### src/rtl/bcd_field_setter.sv
// Edits NFIELDS two-digit BCD fields with per-field min/max bounds and emits a commit pulse on leaving edit mode.
// Optional hold-to-repeat for INC/DEC is built only when HOLD_REPEAT_EN is defined.
module bcd_field_setter #(
  parameter int unsigned            NFIELDS       = 4,
  parameter logic [8*NFIELDS-1:0]   FIELD_MIN_VEC = {8'h01, 8'h00, 8'h00, 8'h00},
  parameter logic [8*NFIELDS-1:0]   FIELD_MAX_VEC = {8'h31, 8'h23, 8'h59, 8'h59},
  parameter int unsigned            SELW          = 2,
  parameter int unsigned            REPEAT_DELAY  = 500,
  parameter int unsigned            REPEAT_RATE   = 100
) (
  input  logic                   CLK1K,
  input  logic                   RST,
  input  logic                   EDIT_EN,
  input  logic                   KEY_NEXT,
  input  logic                   KEY_INC,
  input  logic                   KEY_DEC,
  input  logic [8*NFIELDS-1:0]   LIVE_VAL,
  output logic [8*NFIELDS-1:0]   SET_VAL,
  output logic [SELW-1:0]        SEL_FIELD,
  output logic                   EDITING,
  output logic                   COMMIT
);

  if ((2**SELW) < NFIELDS || REPEAT_RATE < 1 || REPEAT_DELAY < REPEAT_RATE) begin : g_cfg_check
    $error("bcd_field_setter: invalid SELW/REPEAT_DELAY/REPEAT_RATE configuration");
  end

  typedef enum logic {IDLE, EDIT} state_t;
  state_t state;

  logic next_q, inc_q, dec_q;
  logic next_ev, inc_ev, dec_ev;
  logic inc_fire, dec_fire, rep_fire;
  logic [8*NFIELDS-1:0] set_nxt;

  assign next_ev = KEY_NEXT & ~next_q;
  assign inc_ev  = KEY_INC  & ~inc_q;
  assign dec_ev  = KEY_DEC  & ~dec_q;

  function automatic logic bcd_bad(input logic [7:0] v, input logic [7:0] lo, input logic [7:0] hi);
    return (v[7:4] > 4'd9) || (v[3:0] > 4'd9) || (v < lo) || (v > hi);
  endfunction

  function automatic logic [7:0] bcd_inc(input logic [7:0] v, input logic [7:0] lo, input logic [7:0] hi);
    if (v == hi || bcd_bad(v, lo, hi)) return lo;
    if (v[3:0] == 4'd9) return {v[7:4] + 4'd1, 4'd0};
    return {v[7:4], v[3:0] + 4'd1};
  endfunction

  function automatic logic [7:0] bcd_dec(input logic [7:0] v, input logic [7:0] lo, input logic [7:0] hi);
    if (v == lo) return hi;
    if (bcd_bad(v, lo, hi)) return lo;
    if (v[3:0] == 4'd0) return {v[7:4] - 4'd1, 4'd9};
    return {v[7:4], v[3:0] - 4'd1};
  endfunction

`ifdef HOLD_REPEAT_EN
  localparam int unsigned CW = $clog2(REPEAT_DELAY + 1);
  logic [CW-1:0] rep_cnt;
  logic          hold_alone;

  // Counter runs while exactly one of INC/DEC is held in EDIT; reaching DELAY fires and
  // rewinds so the following fires land every RATE cycles.
  assign hold_alone = (state == EDIT) && EDIT_EN && (KEY_INC ^ KEY_DEC) && !next_ev;
  assign rep_fire   = hold_alone && (rep_cnt == CW'(REPEAT_DELAY));

  always_ff @(posedge CLK1K) begin
    if (RST || !hold_alone)
      rep_cnt <= '0;
    else if (rep_fire)
      rep_cnt <= CW'(REPEAT_DELAY - REPEAT_RATE + 1);
    else
      rep_cnt <= rep_cnt + 1'b1;
  end
`else
  assign rep_fire = 1'b0;
`endif

  assign inc_fire = inc_ev | (rep_fire & KEY_INC);
  assign dec_fire = dec_ev | (rep_fire & KEY_DEC);

  always_comb begin
    set_nxt = SET_VAL;
    for (int unsigned i = 0; i < NFIELDS; i++) begin
      if (SEL_FIELD == SELW'(i)) begin
        if (inc_fire && !dec_fire)
          set_nxt[8*i +: 8] = bcd_inc(SET_VAL[8*i +: 8], FIELD_MIN_VEC[8*i +: 8], FIELD_MAX_VEC[8*i +: 8]);
        else if (dec_fire && !inc_fire)
          set_nxt[8*i +: 8] = bcd_dec(SET_VAL[8*i +: 8], FIELD_MIN_VEC[8*i +: 8], FIELD_MAX_VEC[8*i +: 8]);
      end
    end
  end

  always_ff @(posedge CLK1K) begin
    if (RST) begin
      state     <= IDLE;
      SET_VAL   <= FIELD_MIN_VEC;
      SEL_FIELD <= '0;
      EDITING   <= 1'b0;
      COMMIT    <= 1'b0;
      next_q    <= 1'b1;
      inc_q     <= 1'b1;
      dec_q     <= 1'b1;
    end else begin
      next_q <= KEY_NEXT;
      inc_q  <= KEY_INC;
      dec_q  <= KEY_DEC;
      COMMIT <= 1'b0;
      case (state)
        IDLE: begin
          SET_VAL <= LIVE_VAL;
          if (EDIT_EN) begin
            state     <= EDIT;
            SEL_FIELD <= '0;
            EDITING   <= 1'b1;
          end
        end
        EDIT: begin
          if (!EDIT_EN) begin
            state   <= IDLE;
            COMMIT  <= 1'b1;
            EDITING <= 1'b0;
          end else begin
            SET_VAL <= set_nxt;
            if (next_ev)
              SEL_FIELD <= (SEL_FIELD == SELW'(NFIELDS - 1)) ? '0 : SEL_FIELD + 1'b1;
          end
        end
        default: state <= IDLE;
      endcase
    end
  end

endmodule

### config.mk
export PLATFORM = sky130hd
export DESIGN_NAME = bcd_field_setter
export DESIGN_NICKNAME = d
export VERILOG_FILES = /design/src/rtl/bcd_field_setter.sv
export SDC_FILE = /design/constraint.sdc
export NUM_CORES = 1
export LEC_CHECK = 0
export BUFFER_PORTS_ARGS = -buffer_cell sky130_fd_sc_hd__buf_2
export CELL_PAD_IN_SITES_DETAIL_PLACEMENT = 0
export CELL_PAD_IN_SITES_GLOBAL_PLACEMENT = 1
export CORE_AREA = 2 2 73 144
export CTS_CLUSTER_DIAMETER = 120
export DETAILED_ROUTE_END_ITERATION = 10
export DIE_AREA = 0 0 75 146
export PLACE_DENSITY = 0.72
export SETUP_SLACK_MARGIN = 0.15
export SYNTH_ARGS = -nofsm -noshare
export SYNTH_HDL_FRONTEND = slang
export SYNTH_SLANG_ARGS = --single-unit
### constraint.sdc
create_clock -name CLK1K -period 2 [get_ports CLK1K]
set_input_delay 0.3 -clock CLK1K [delete_from_list [all_inputs] [get_ports CLK1K]]
set_output_delay 0.3 -clock CLK1K [all_outputs]
set_load 0.02 [all_outputs]
After elaboration in Yosys (flattened, before gate mapping)
Index checks and enable logic that the tools add are counted.
- bits in registers: 40
- input bits: 38
- output and inout port bits: 36
- logic and storage cells: 275
- add/sub/neg operators: 17
- $lt $le $gt $ge: 16
- eq/ne operators: 29
- mux-type cells: 152
- bitwise gates (word level): 7
- reduce and logical (&&, ||, !) cells: 39
- operators with widths (cell ; count):
    $mux W8 ; 52
    $mux W1 ; 92
    $pmux W32 S2 ; 1
    $add A4 B1 Y4 const B ; 8
    $gt A4 B4 Y1 const B ; 8
    $lt A8 B1 Y1 const B ; 4
    $mux W32 ; 1
    $sub A4 B1 Y4 const B ; 8
    $logic_not A8 Y1 ; 3
    $ne A5 B1 Y1 const B ; 4
    $reduce_and A5 Y1 ; 4
    $eq A4 B4 Y1 const B ; 4
    $eq A8 B6 Y1 const B ; 2
    $eq A8 B7 Y1 const B ; 2
    $gt A8 B6 Y1 const B ; 2
    $gt A8 B7 Y1 const B ; 2
    $logic_not A4 Y1 ; 4
    $logic_or A1 B1 Y1 ; 16
    $reduce_and A3 Y1 ; 5
    $ne A2 B1 Y1 const B ; 5
    $eq A8 B1 Y1 const B ; 1
    $mux W2 ; 4
    $ne A4 B2 Y1 const B ; 2
    $ne A4 B4 Y1 const B ; 2
    other kinds (14) ; 24

Longest topological paths before layout
Gate-level depths: netlist of run 1.
- depth in word-level cells: 24
- depth in mapped cells: 9
- mapped depth without buffers: 8

Worst setup path before layout of run 1
No wires, ideal clock.
- path kind: flip-flop to flip-flop
- from: reg SET_VAL[20]
- to: reg SET_VAL[21]
- library setup time: 121 ps
- data arrival time: 2317 ps
- required time: 1879 ps
- setup slack: -437 ps
- cell stages (with the launch flop): 9
- path buffers: 0
- period minus slack after synthesis: 2437 ps
- cells stage by stage: dfxtp_1 -> inv_1 -> ha_1 -> a211oi_1 -> a21oi_1 -> a211oi_1 -> a21oi_1 -> o21ai_2 -> mux2_2
- cells in the longest elaborated chain, start to end: 16
- elaborated cells between the ends (all ways): 39
- those cells by class: add/sub: 2; order compare: 3; eq/ne: 3; mux: 25; reduce/logical: 6
- ends and longest elaborated chain (element ; line ; RTL):
    start: declaration ; 18 ; output logic [8*NFIELDS-1:0] SET_VAL,
    start signal: assignment ; 124 ; SET_VAL <= set_nxt;
    parallel branches: the longest is 16 deep, another holds $lt A8 B1 Y1 ; - ;
Several ways; the timed one is not identified. The select of a mux whose other input is x is not followed.
A chain may end at the register's enable or synchronous reset.

Worst setup path in the final report of run 1
- from: reg SET_VAL[5]
- to: reg SET_VAL[6]
Same word-level chain as after synthesis.

==> metrics.md, run 1 <==
| Metric | Value |
|---|---|
| Cells after synthesis | 455 |
| DR iter-0 viols | between 200 and 250 |
| Async SR Flop Fraction | 0 |
| Initial core utilization | 0.3515 |
| Post-synthesis sequential area ratio | 0.2333 |
| Design Area, Final | 5326 um^2 |
| Skew final | 0.004443 ns |
| Reg clk slew, reported paths | 0.07 ns |
| Fin nets | between 600 and 700 |
| CP endpoint kind | register |
| Logic pwr share | 0.459 |
| Slew margin rel. | 0.6818 |
| Grt total ovfl | 0 |
| Clock power frac | 0.251 |
| Critical Path Fanout Max | 6 |
| HPWL Detailed | a little over 9 mm |
| DR vias/cell | 5.706 |
| Largest net degree at the start of global routing | 32 |
| Synth cell types | 73 |
| Required @ worst endpoint | 2.22 ns |
| Syn nets | 511 |
| CTS buffer count | 5 |
| CTS tree | built |
| Top_reg_cell synth | dfxtp_1 |
| DR DRC count | 0 |
| Psw | around 0.0013 W |
| RSZ-0062 raised after global routing | true |
| Die area | 10,950 um^2 |
| Max Buffers Root-to-Sink | 2 |
| Synth Cell Area | 3432 um^2 |
| Filler instances | approximately 940 |
| First-pass GRT wire length | between 20 and 25 mm |
| Flop pwr share | 0.290 |
| Fmax | 496.7 MHz |
| Reg2reg end | SET_VAL[6]$_SDFFE_PP0P_ |
| # rows | 51 |
| H-tree levels | 2 |
| Initial antenna violation count | 0 |
| Worst VDD drop | between 0.0004 and 0.0005 V |
| R2R depth | 8 |
| Routed len/inst | ~17 um |
| Layout Area Growth over Synthesis | 55.20% |
| Failing checks | negative setup slack |
| Number of synthesis warnings | 0 |
| Share of layout cells above drive strength 1 | 0.4967 |
| Number of cells on the worst hold path | 2 |
| Gp weighted congestion | 0.8882 |
| Fin. Hold Viols | 0 |
| Die Height | 146 um |
| Clk_lat worst skew | 0.29 ns |
| Vias in the first global route | 4,239 |
| Placed Area | 4532 um^2 |
| Switch share | 0.3843 |
| Final setup fails | 3 |
| I/O pin count | 74 |
| Syn avg cell area | 7.543 um^2 |
| CTS root buf | clkbuf_16 |
| Hold path endpoint | COMMIT$_SDFF_PP0_ |
| Min-delay src | EDIT_EN |
| CP Class | register to register |
| Max-slew violation count | 0 |
| Outcome | complete, but fails checks |
| Final antenna-violating net count | 0 |
| Die W | ~75 um |
| TNS Setup | -0.03546 ns |
| Pwr Density | 641.7 nW/um^2 |
| N_diodes | 0 |
| DRT Pass-1 Iters | 6 |
| Worst setup SP type | register |
| Core Util, Final | 0.5456 |
| Worst EP arrival | about 2.2 ns |
| Worst hold path type | input port to register |
| Post-synth EDFFs | 0 |
| Internal | roughly 0.0021 W |
| Worst Max-Slew Pin Slew | between 0.4 and 0.5 ns |
| Total GRT Usage | 0.2345 |
| Fin crit share | 1.007 |
| Vias | approximately 4,300 |
| Setup ws final | -0.01311 ns |
| #FFs+latches synth | 40 |
| Final wirelength | 12.92 mm |
| Port Buffers | 73 |
| Clock sink count | 40 |
| Final worst path period need | 2.013 ns |
| Lkg Pwr | between 2 and 2.5 nW |
| Reg-to-reg slack, setup | -0.01 ns |
| Critical R2R Launch | SET_VAL[5]$_SDFFE_PP0P_ |
| Core area | 9763 um^2 |
| Max_cap viols | 0 |
[layout by cell type, fill, tap and decap left out, types with 5 or more instances in the layout]
| cell | count |
|---|---|
| dfxtp_1 | 20 |
| buf_2 | 73 |
| inv_1 | 18 |
| o21ai_0 | 29 |
| nor2b_1 | 5 |
| a21oi_2 | 5 |
| buf_6 | 9 |
| a21oi_1 | 23 |
| nand2_1 | 35 |
| ha_1 | 10 |
| nor2_2 | 5 |
| nand2b_1 | 7 |
| o211ai_1 | 7 |
| dfxtp_2 | 10 |
| or2_2 | 5 |
| dfxtp_4 | 10 |
| nor4_1 | 5 |
| nand4_1 | 8 |
| nand3_1 | 12 |
| nor2_1 | 33 |
| buf_4 | 102 |
| a211oi_1 | 6 |
| nor3_1 | 16 |
| clkbuf_16 | 5 |
| o21ai_1 | 5 |
[state kept, by name, summed over array words and instances, names as in the netlist]
register and flops:
COMMIT 1, inc_q 1, state 1, EDITING 1
SEL_FIELD 2, dec_q 1, next_q 1, SET_VAL 32
[cell families after synthesis]
logic type / Yosys count / synth area share
adders and majority gates: 18 / 0.06562
DFF: 40 / 0.2333
muxes: 8 / 0.02443
and+or+nand+nor: 170 / 0.2581
AOI/OAI and AO/OA: 156 / 0.3234
xor gates and xnor gates: 6 / 0.01531
buffers and inverters: 57 / 0.07984
[per-layer routing]
layer | global-route usage | part of all wire | vias up
li1 | - | - | 2034
met1 | 0.2575 | 0.37 | 2026
met2 | 0.4206 | 0.55 | 167
met3 | 0.03047 | 0.049 | 30
met4 | 0.1116 | 0.029 | 0
met5 | 0 | 0 | -
[cells in the mapped netlist, types with 5 or more instances]
cell type | instances | area [um^2]
dfxtp_1 | 40 | 800.8
a2111oi_0 | 5 | 43.79
xnor2_1 | 5 | 43.79
or2_2 | 7 | 43.79
nand2_1 | 36 | 135.1
clkbuf_1 | 20 | 75.07
mux2i_1 | 5 | 50.05
nor4_1 | 5 | 31.28
o211ai_1 | 7 | 52.55
o21ai_0 | 35 | 175.2
nor2_1 | 40 | 150.1
inv_1 | 23 | 86.33
a211oi_1 | 9 | 67.56
ha_1 | 18 | 225.2
nor3_1 | 20 | 100.1
a21oi_1 | 28 | 140.1
nand2b_1 | 9 | 56.30
nand3_1 | 15 | 75.07
a221oi_1 | 6 | 52.55
o21a_1 | 5 | 37.54
nand4_1 | 8 | 50.05
a32oi_1 | 5 | 43.79
nor2b_1 | 8 | 50.05
[worst max path at each step]
| stage | startpoint | to | slack (ns) |
|---|---|---|---|
| floorplan | SET_VAL[20]$_SDFFE_PP0P_ | SET_VAL[21]$_SDFFE_PP0P_ | -0.001 |
| global placement | SET_VAL[5]$_SDFFE_PP0P_ | SET_VAL[6]$_SDFFE_PP0P_ | -0.16 |
| detailed placement | KEY_DEC | SET_VAL[17]$_SDFFE_PP0P_ | -0.17 |
| CTS | SET_VAL[20]$_SDFFE_PP0P_ | SET_VAL[21]$_SDFFE_PP0P_ | -0.04 |
| global route | SET_VAL[5]$_SDFFE_PP0P_ | SET_VAL[6]$_SDFFE_PP0P_ | -0.16 |
| finish | SET_VAL[5]$_SDFFE_PP0P_ | SET_VAL[6]$_SDFFE_PP0P_ | -0.01 |
[power by group through the flow]
stage | clock network, W | registers [W] | logic, W
2_1_floorplan | 0 | 0.00106 | 0.000754
6_report | 0.000859 | 0.000990 | 0.00157
3_3_place_gp | 0 | 0.00101 | 0.00127
4_1_cts | 0.000876 | 0.000989 | 0.00142
3_5_place_dp | 0 | 0.00101 | 0.00128
5_1_grt | 0.000905 | 0.00100 | 0.00169
[critical path, cell delays in order, from the launching register on]
cell      delay [ns]
dfxtp_4         0.39
inv_4           0.04
ha_4            0.15
o211a_1         0.12
o31a_1          0.26
a2111o_1        0.42
o21ai_1         0.29
o21ai_0         0.14
a21oi_1         0.14
[stage by stage]
stage	total power [W]	hold slack, ns	setup WS, ns	instances
finish	0.003418	0.2116	-0.01311	746
floorplan	0.001817	0.3768	-0.001052	455
global route	0.003598	0.2249	-0.1597	746
CTS	0.003285	0.2064	-0.04255	734
detailed placement	0.002291	0.4778	-0.1728	709
global placement	0.002279	0.4704	-0.1646	709
[layout make-up]
class | instances | area [um^2] | area share
clock buffers | 6 | 138.9 | 0.02607
clock inverters | 2 | 10.01 | 0.001879
inverters | 24 | 97.59 | 0.01832
multi-input cells | 358 | 2831 | 0.5316
flip-flops and latches | 40 | 850.8 | 0.1597
well taps | 132 | 165.2 | 0.03101
repair buffers | 184 | 1232 | 0.2314
[what timing repair did]
action,4_1_cts,5_1_grt
endpoints found under the setup margin,29,27
resized for setup,55,49
pin swaps,29,33
setup buffers,17,12
hold buffers,0,0
(Power assumes the default switching activity.)
==> run 2: changes to the inputs <==
--- a/config.mk
+++ b/config.mk
@@ -14,6 +14,7 @@
 export DIE_AREA = 0 0 75 146
 export PLACE_DENSITY = 0.72
 export SETUP_SLACK_MARGIN = 0.15
+export SKIP_CTS_REPAIR_TIMING = 1
 export SYNTH_ARGS = -nofsm -noshare
 export SYNTH_HDL_FRONTEND = slang
 export SYNTH_SLANG_ARGS = --single-unit
==> run 2 against run 1 <==
The run still ends with negative setup slack left. Non-clock buffer count decreased by 7. Total power shrank 2.3%. Die area stayed put. Final area fell by 4.0%. Hold slack got worse by 0.0041 ns. Routed wire length decreased by 1.5%. Via count fell by 1.4%. Clock power up 0.6%. Highest routed layer unchanged.
==> metrics.md, run 2 (synthesis results as in run 1) <==
| Metric | Value |
|---|---|
| Final antenna-violating net count | 0 |
| Gp weighted congestion | ~0.89 |
| Pwr Density | 653.2 nW/um^2 |
| Reg clk slew, reported paths | 0.07 ns |
| Setup ws final | -0.04871 ns |
| Fin crit share | 1.024 |
| DR DRC count | 0 |
| Initial antenna violation count | 0 |
| Fin nets | roughly 660 |
| CTS buffer count | 5 |
| Max Buffers Root-to-Sink | 2 |
| Placed Cells | 709 |
| # rows | 51 |
| Lkg Pwr | 2.190 nW |
| Fmax | 488.1 MHz |
| Biggest regs | SET_VAL (32), SEL_FIELD (2) |
| Grt total ovfl | 0 |
| Core area | 9763 um^2 |
| Power, Total | 0.003340 W |
| Slew margin rel. | 0.6871 |
| Final worst path period need | 2.049 ns |
| Failing checks | negative setup slack |
| Max_cap viols | 0 |
| Worst Max-Slew Pin Slew | 0.4666 ns |
| Non-Filler Instances | 739 |
| Layout Area Growth over Synthesis | 49.00% |
| H-tree levels | 2 |
| Outcome | complete, but fails checks |
| N_diodes | 0 |
| Largest net degree at the start of global routing | 32 |
| I/O pin count | 74 |
| Commonest non-fill, non-tap cells in the layout | buf_4 (102), buf_2 (73), nand2_1 (35), nor2_1 (35), o21ai_0 (29) |
| Clk_lat worst skew | between 0.2 and 0.3 ns |
| Vias in the first global route | 4,072 |
| Commonest non-fill, non-tap cell in the layout | buf_4 |
| Die Height | between 100 and 150 um |
| First-pass GRT wire length | 19.46 mm |
| Most flops, register | SET_VAL |
| Filler instances | 961 |
| Worst VDD drop | 0.0005001 V |
| Fin. Hold Viols | 0 |
| Max-slew violation count | 0 |
| Total GRT Usage | 0.2244 |
| Share of layout cells above drive strength 1 | 0.4679 |
| Final wirelength | 12.73 mm |
| DR vias/cell | 5.679 |
| DRT Pass-1 Iters | 6 |
| Skew final | 0.005635 ns |
| Die area | 10,950 um^2 |
| Port Buffers | 73 |
| Routed len/inst | 17.23 um |
| Worst setup SP type | register |
| CP Class | register to register |
| CTS root buf | clkbuf_16 |
| HPWL Detailed | between 9 and 10 mm |
| Initial core utilization | 0.3515 |
| Worst EP arrival | 2.28 ns |
| Final setup fails | 8 |
| Reg-to-reg slack, setup | -0.05 ns |
| Clock sink count | 40 |
| RSZ-0062 raised after global routing | true |
| CTS tree | built |
| Max reg flops | 32 |
| Critical Path Fanout Max | 7 |
| CP endpoint kind | register |
| DR iter-0 viols | around 260 |
| Required @ worst endpoint | 2.23 ns |
| Die W | ~75 um |
| Vias | around 4,200 |
| Worst hold path type | input port to register |
## run 2: area by class of cell
type / instances / area [um^2] / area share
Clock buffer: 6 / 138.9 / 0.02716
Clock inverter: 2 / 10.01 / 0.001957
Inverter: 24 / 95.09 / 0.01860
Multi-Input combinational cell: 358 / 2699 / 0.5278
Sequential cell: 40 / 852.1 / 0.1666
Tap cell: 132 / 165.2 / 0.03230
Timing Repair Buffer: 177 / 1154 / 0.2256
## run 2: power by group
part,internal [W],switching [W],total (W)
combinational,0.000684,0.000797,0.00148
sequential,0.000881,0.000114,0.000995
clock,0.000494,0.000370,0.000864
total,0.00206,0.00128,0.00334
## run 2: critical path, stage by stage, from the launching register on
cell and delay, ns:
dfxtp_4 0.37, inv_4 0.06, ha_4 0.13, a21boi_0 0.08, o31a_1 0.33, a2111o_1 0.42, buf_4 0.19, o211ai_1 0.23
o211a_1 0.18
## run 2: worst paths after layout
kind                                                from                        to  cells past startpoint
worst min register to register  SET_VAL[22]$_SDFFE_PP0P_  SET_VAL[22]$_SDFFE_PP0P_                      2
worst max-delay path             SET_VAL[5]$_SDFFE_PP0P_   SET_VAL[0]$_SDFFE_PP0P_                      8
worst min-delay path                             EDIT_EN         COMMIT$_SDFF_PP0_                      2
worst max register to register   SET_VAL[5]$_SDFFE_PP0P_   SET_VAL[0]$_SDFFE_PP0P_                      8
## run 2: layer usage
layer	global-route usage	part of all wire
met5	0	0
met4	0.1098	0.022
met3	0.03186	0.042
met2	0.3987	0.56
met1	0.2472	0.38
## run 2: metrics by stage
stage | util | instance area, um^2 | hold WS [ns] | TNS (ns) | setup slack (ns)
after floorplan | - | 3616 | 0.3768 | -0.001052 | -0.001052
after global placement | 0.4642 | 4532 | 0.4704 | -1.233 | -0.1646
after detailed placement | 0.4642 | 4532 | 0.4778 | -1.695 | -0.1728
after CTS | 0.4794 | 4681 | 0.2064 | -0.5574 | -0.1485
after global routing | 0.5238 | 5114 | 0.2253 | -1.402 | -0.1675
final | 0.5238 | 5114 | 0.2075 | -0.2667 | -0.04871
==> run 3: changes to the inputs <==
--- a/config.mk
+++ b/config.mk
@@ -12,7 +12,7 @@
 export CTS_CLUSTER_DIAMETER = 120
 export DETAILED_ROUTE_END_ITERATION = 10
 export DIE_AREA = 0 0 75 146
-export PLACE_DENSITY = 0.72
+export PLACE_DENSITY = 0.8
 export SETUP_SLACK_MARGIN = 0.15
 export SKIP_CTS_REPAIR_TIMING = 1
 export SYNTH_ARGS = -nofsm -noshare
==> run 3 against run 2 <==
The run still ends with negative setup slack left. First-iteration DRC count fell by 4.7%. Register-to-register slack worse by 0.07 ns. Final area up 1.9%. Sequential share of layout area shrank 0.36 points. Clock power is 0.5% higher. Sequential power down 0.7%. Utilization up 0.99 points. Worst setup slack got worse by 0.067 ns. Non-clock buffer count unchanged. Critical path type unchanged. Critical endpoint is now SET_VAL[23]$_SDFFE_PP0P_. Highest routed layer unchanged.
==> metrics.md, run 3 (synthesis results as in run 1) <==
| Metric | Value |
|---|---|
| Clock sink count | 40 |
| Lkg Pwr | 2.189 nW |
| Clk_lat worst skew | 0.29 ns |
| Storage cell area | between 800 and 900 um^2 |
| Setup ws final | -0.1154 ns |
| H-tree levels | 2 |
| Final worst path period need | 2.115 ns |
| Min-delay src | EDIT_EN |
| Worst setup SP type | register |
| Initial antenna violation count | 0 |
| Worst Max-Slew Pin Slew | 0.6347 ns |
| CP top delay family | compound AO/OA/AOI/OAI gates |
| Sum of buffers and inverters on the critical path | 1 |
| Critical path, cell by cell | inv_4, ha_4, a211oi_2, a21oi_2, a211o_1, or4_4, a21oi_4, mux2_4 |
| DR iter-0 viols | 244 |
| Required @ worst endpoint | 2.24 ns |
| Critical R2R Launch | SET_VAL[20]$_SDFFE_PP0P_ |
| Layout Area Growth over Synthesis | 51.80% |
| Max_cap viols | 0 |
| Reg-to-reg slack, setup | -0.12 ns |
| Share of layout cells above drive strength 1 | 0.4662 |
| Design Area, Final | 5210 um^2 |
| # rows | 51 |
| CP endpoint kind | register |
| Largest net degree at the start of global routing | 32 |
| Skew final | 0.005553 ns |
| Filler instances | 949 |
| First-pass GRT wire length | roughly 19 mm |
| Die Height | approximately 150 um |
| Gp weighted congestion | 0.9821 |
| Most flops, register | SET_VAL |
| Grt total ovfl | 0 |
| Fin. Hold Viols | 0 |
| Max Buffers Root-to-Sink | 2 |
| Initial core utilization | 0.3515 |
| Final hold slack | 0.2194 ns |
| Fin crit share | 1.058 |
| N_diodes | 0 |
| Core area | 9763 um^2 |
| DR DRC count | 0 |
| Worst hold path type | input port to register |
| I/O pin count | 74 |
| CTS tree | built |
| Routed len/inst | around 17 um |
| Outcome | complete, but fails checks |
| Biggest regs | SET_VAL (32), SEL_FIELD (2) |
| Die W | 75 um |
| RSZ-0062 raised after global routing | true |
| CTS root buf | clkbuf_16 |
| DR vias/cell | 5.694 |
| Failing checks | negative setup slack |
| Worst EP arrival | around 2.4 ns |
| Fmax | 472.7 MHz |
| Die area | about 11,000 um^2 |
| Fin nets | around 660 |
| Area of the multi-input gates | 2729 um^2 |
| Reg clk slew, reported paths | 0.07 ns |
| Port Buffers | 73 |
| Final antenna-violating net count | 0 |
| Final wirelength | 12.78 mm |
| CTS buffer count | 5 |
| Vias in the first global route | 4,081 |
| HPWL Detailed | approximately 9.3 mm |
| Worst VDD drop | between 0.0004 and 0.0005 V |
| DRT Pass-1 Iters | 5 |
| Vias | 4,208 |
| Pwr Density | approximately 650 nW/um^2 |
| Placed Area | roughly 4500 um^2 |
| Commonest non-fill, non-tap cell in the layout | buf_4 |
| Critical Path Fanout Max | 4 |
| Commonest non-fill, non-tap cells in the layout | buf_4 (91), buf_2 (73), nand2_1 (35) |
| Slew margin rel. | 0.5743 |
| Final setup fails | 6 |
| Max-slew violation count | 0 |
| Crit-path max cell delay | around 0.56 ns |
| CP max stage cell | or4_4 |
| Max reg flops | 32 |
| Total GRT Usage | 0.2219 |
| CP Class | register to register |
| CP startpoint | SET_VAL[20]$_SDFFE_PP0P_ |
## run 3: cell count changes in the layout (fill, tap and decap cells not counted), sizes merged
| cell | delta |
|---|---|
| clkinv | -2 |
| clkinvlp | +2 |
## run 3: routing by layer
layer | vias to the layer above | wire length (um) | part of all wire | global-route usage
li1 | 2019 | - | - | -
met1 | 2003 | 4609 | 0.36 | 0.2341
met2 | 146 | 7102 | 0.56 | 0.4145
met3 | 40 | 543 | 0.042 | 0.02701
met4 | 0 | 523 | 0.041 | 0.09464
met5 | - | 0 | 0 | 0
## run 3: path summary, 6_finish.rpt
kind	end	cells past startpoint
min	COMMIT$_SDFF_PP0_	2
max	SET_VAL[23]$_SDFFE_PP0P_	8
max reg2reg	SET_VAL[23]$_SDFFE_PP0P_	8
min reg2reg	SET_VAL[22]$_SDFFE_PP0P_	2
## run 3: per-stage QoR
step                      setup WS, ns  utilization  total power [W]    TNS, ns  cells
after global placement         -0.1761       0.4647         0.002264     -1.482    708
final                          -0.1154       0.5336         0.003370    -0.2766    739
after floorplan              -0.001052            -         0.001817  -0.001052    455
after global routing           -0.2092       0.5336         0.003545     -1.423    739
after CTS                      -0.1574       0.4803         0.003155    -0.7756    716
after detailed placement       -0.2432       0.4647         0.002287     -2.313    708
## run 3: power by group
group	total (W)	internal (W)	switching (W)
Clock	0.000868	0.000498	0.000369
Combinational	0.00152	0.000702	0.000813
Sequential	0.000988	0.000880	0.000108
Total	0.00337	0.00208	0.00129
## run 3: layout make-up
cell class / count / area share
clock buffers: 6 / 0.02666
clock inverters: 2 / 0.002642
inverters: 24 / 0.01945
multi-input cells: 358 / 0.5238
flip-flops and latches: 40 / 0.1631
well taps: 132 / 0.03170
repair buffers: 177 / 0.2327
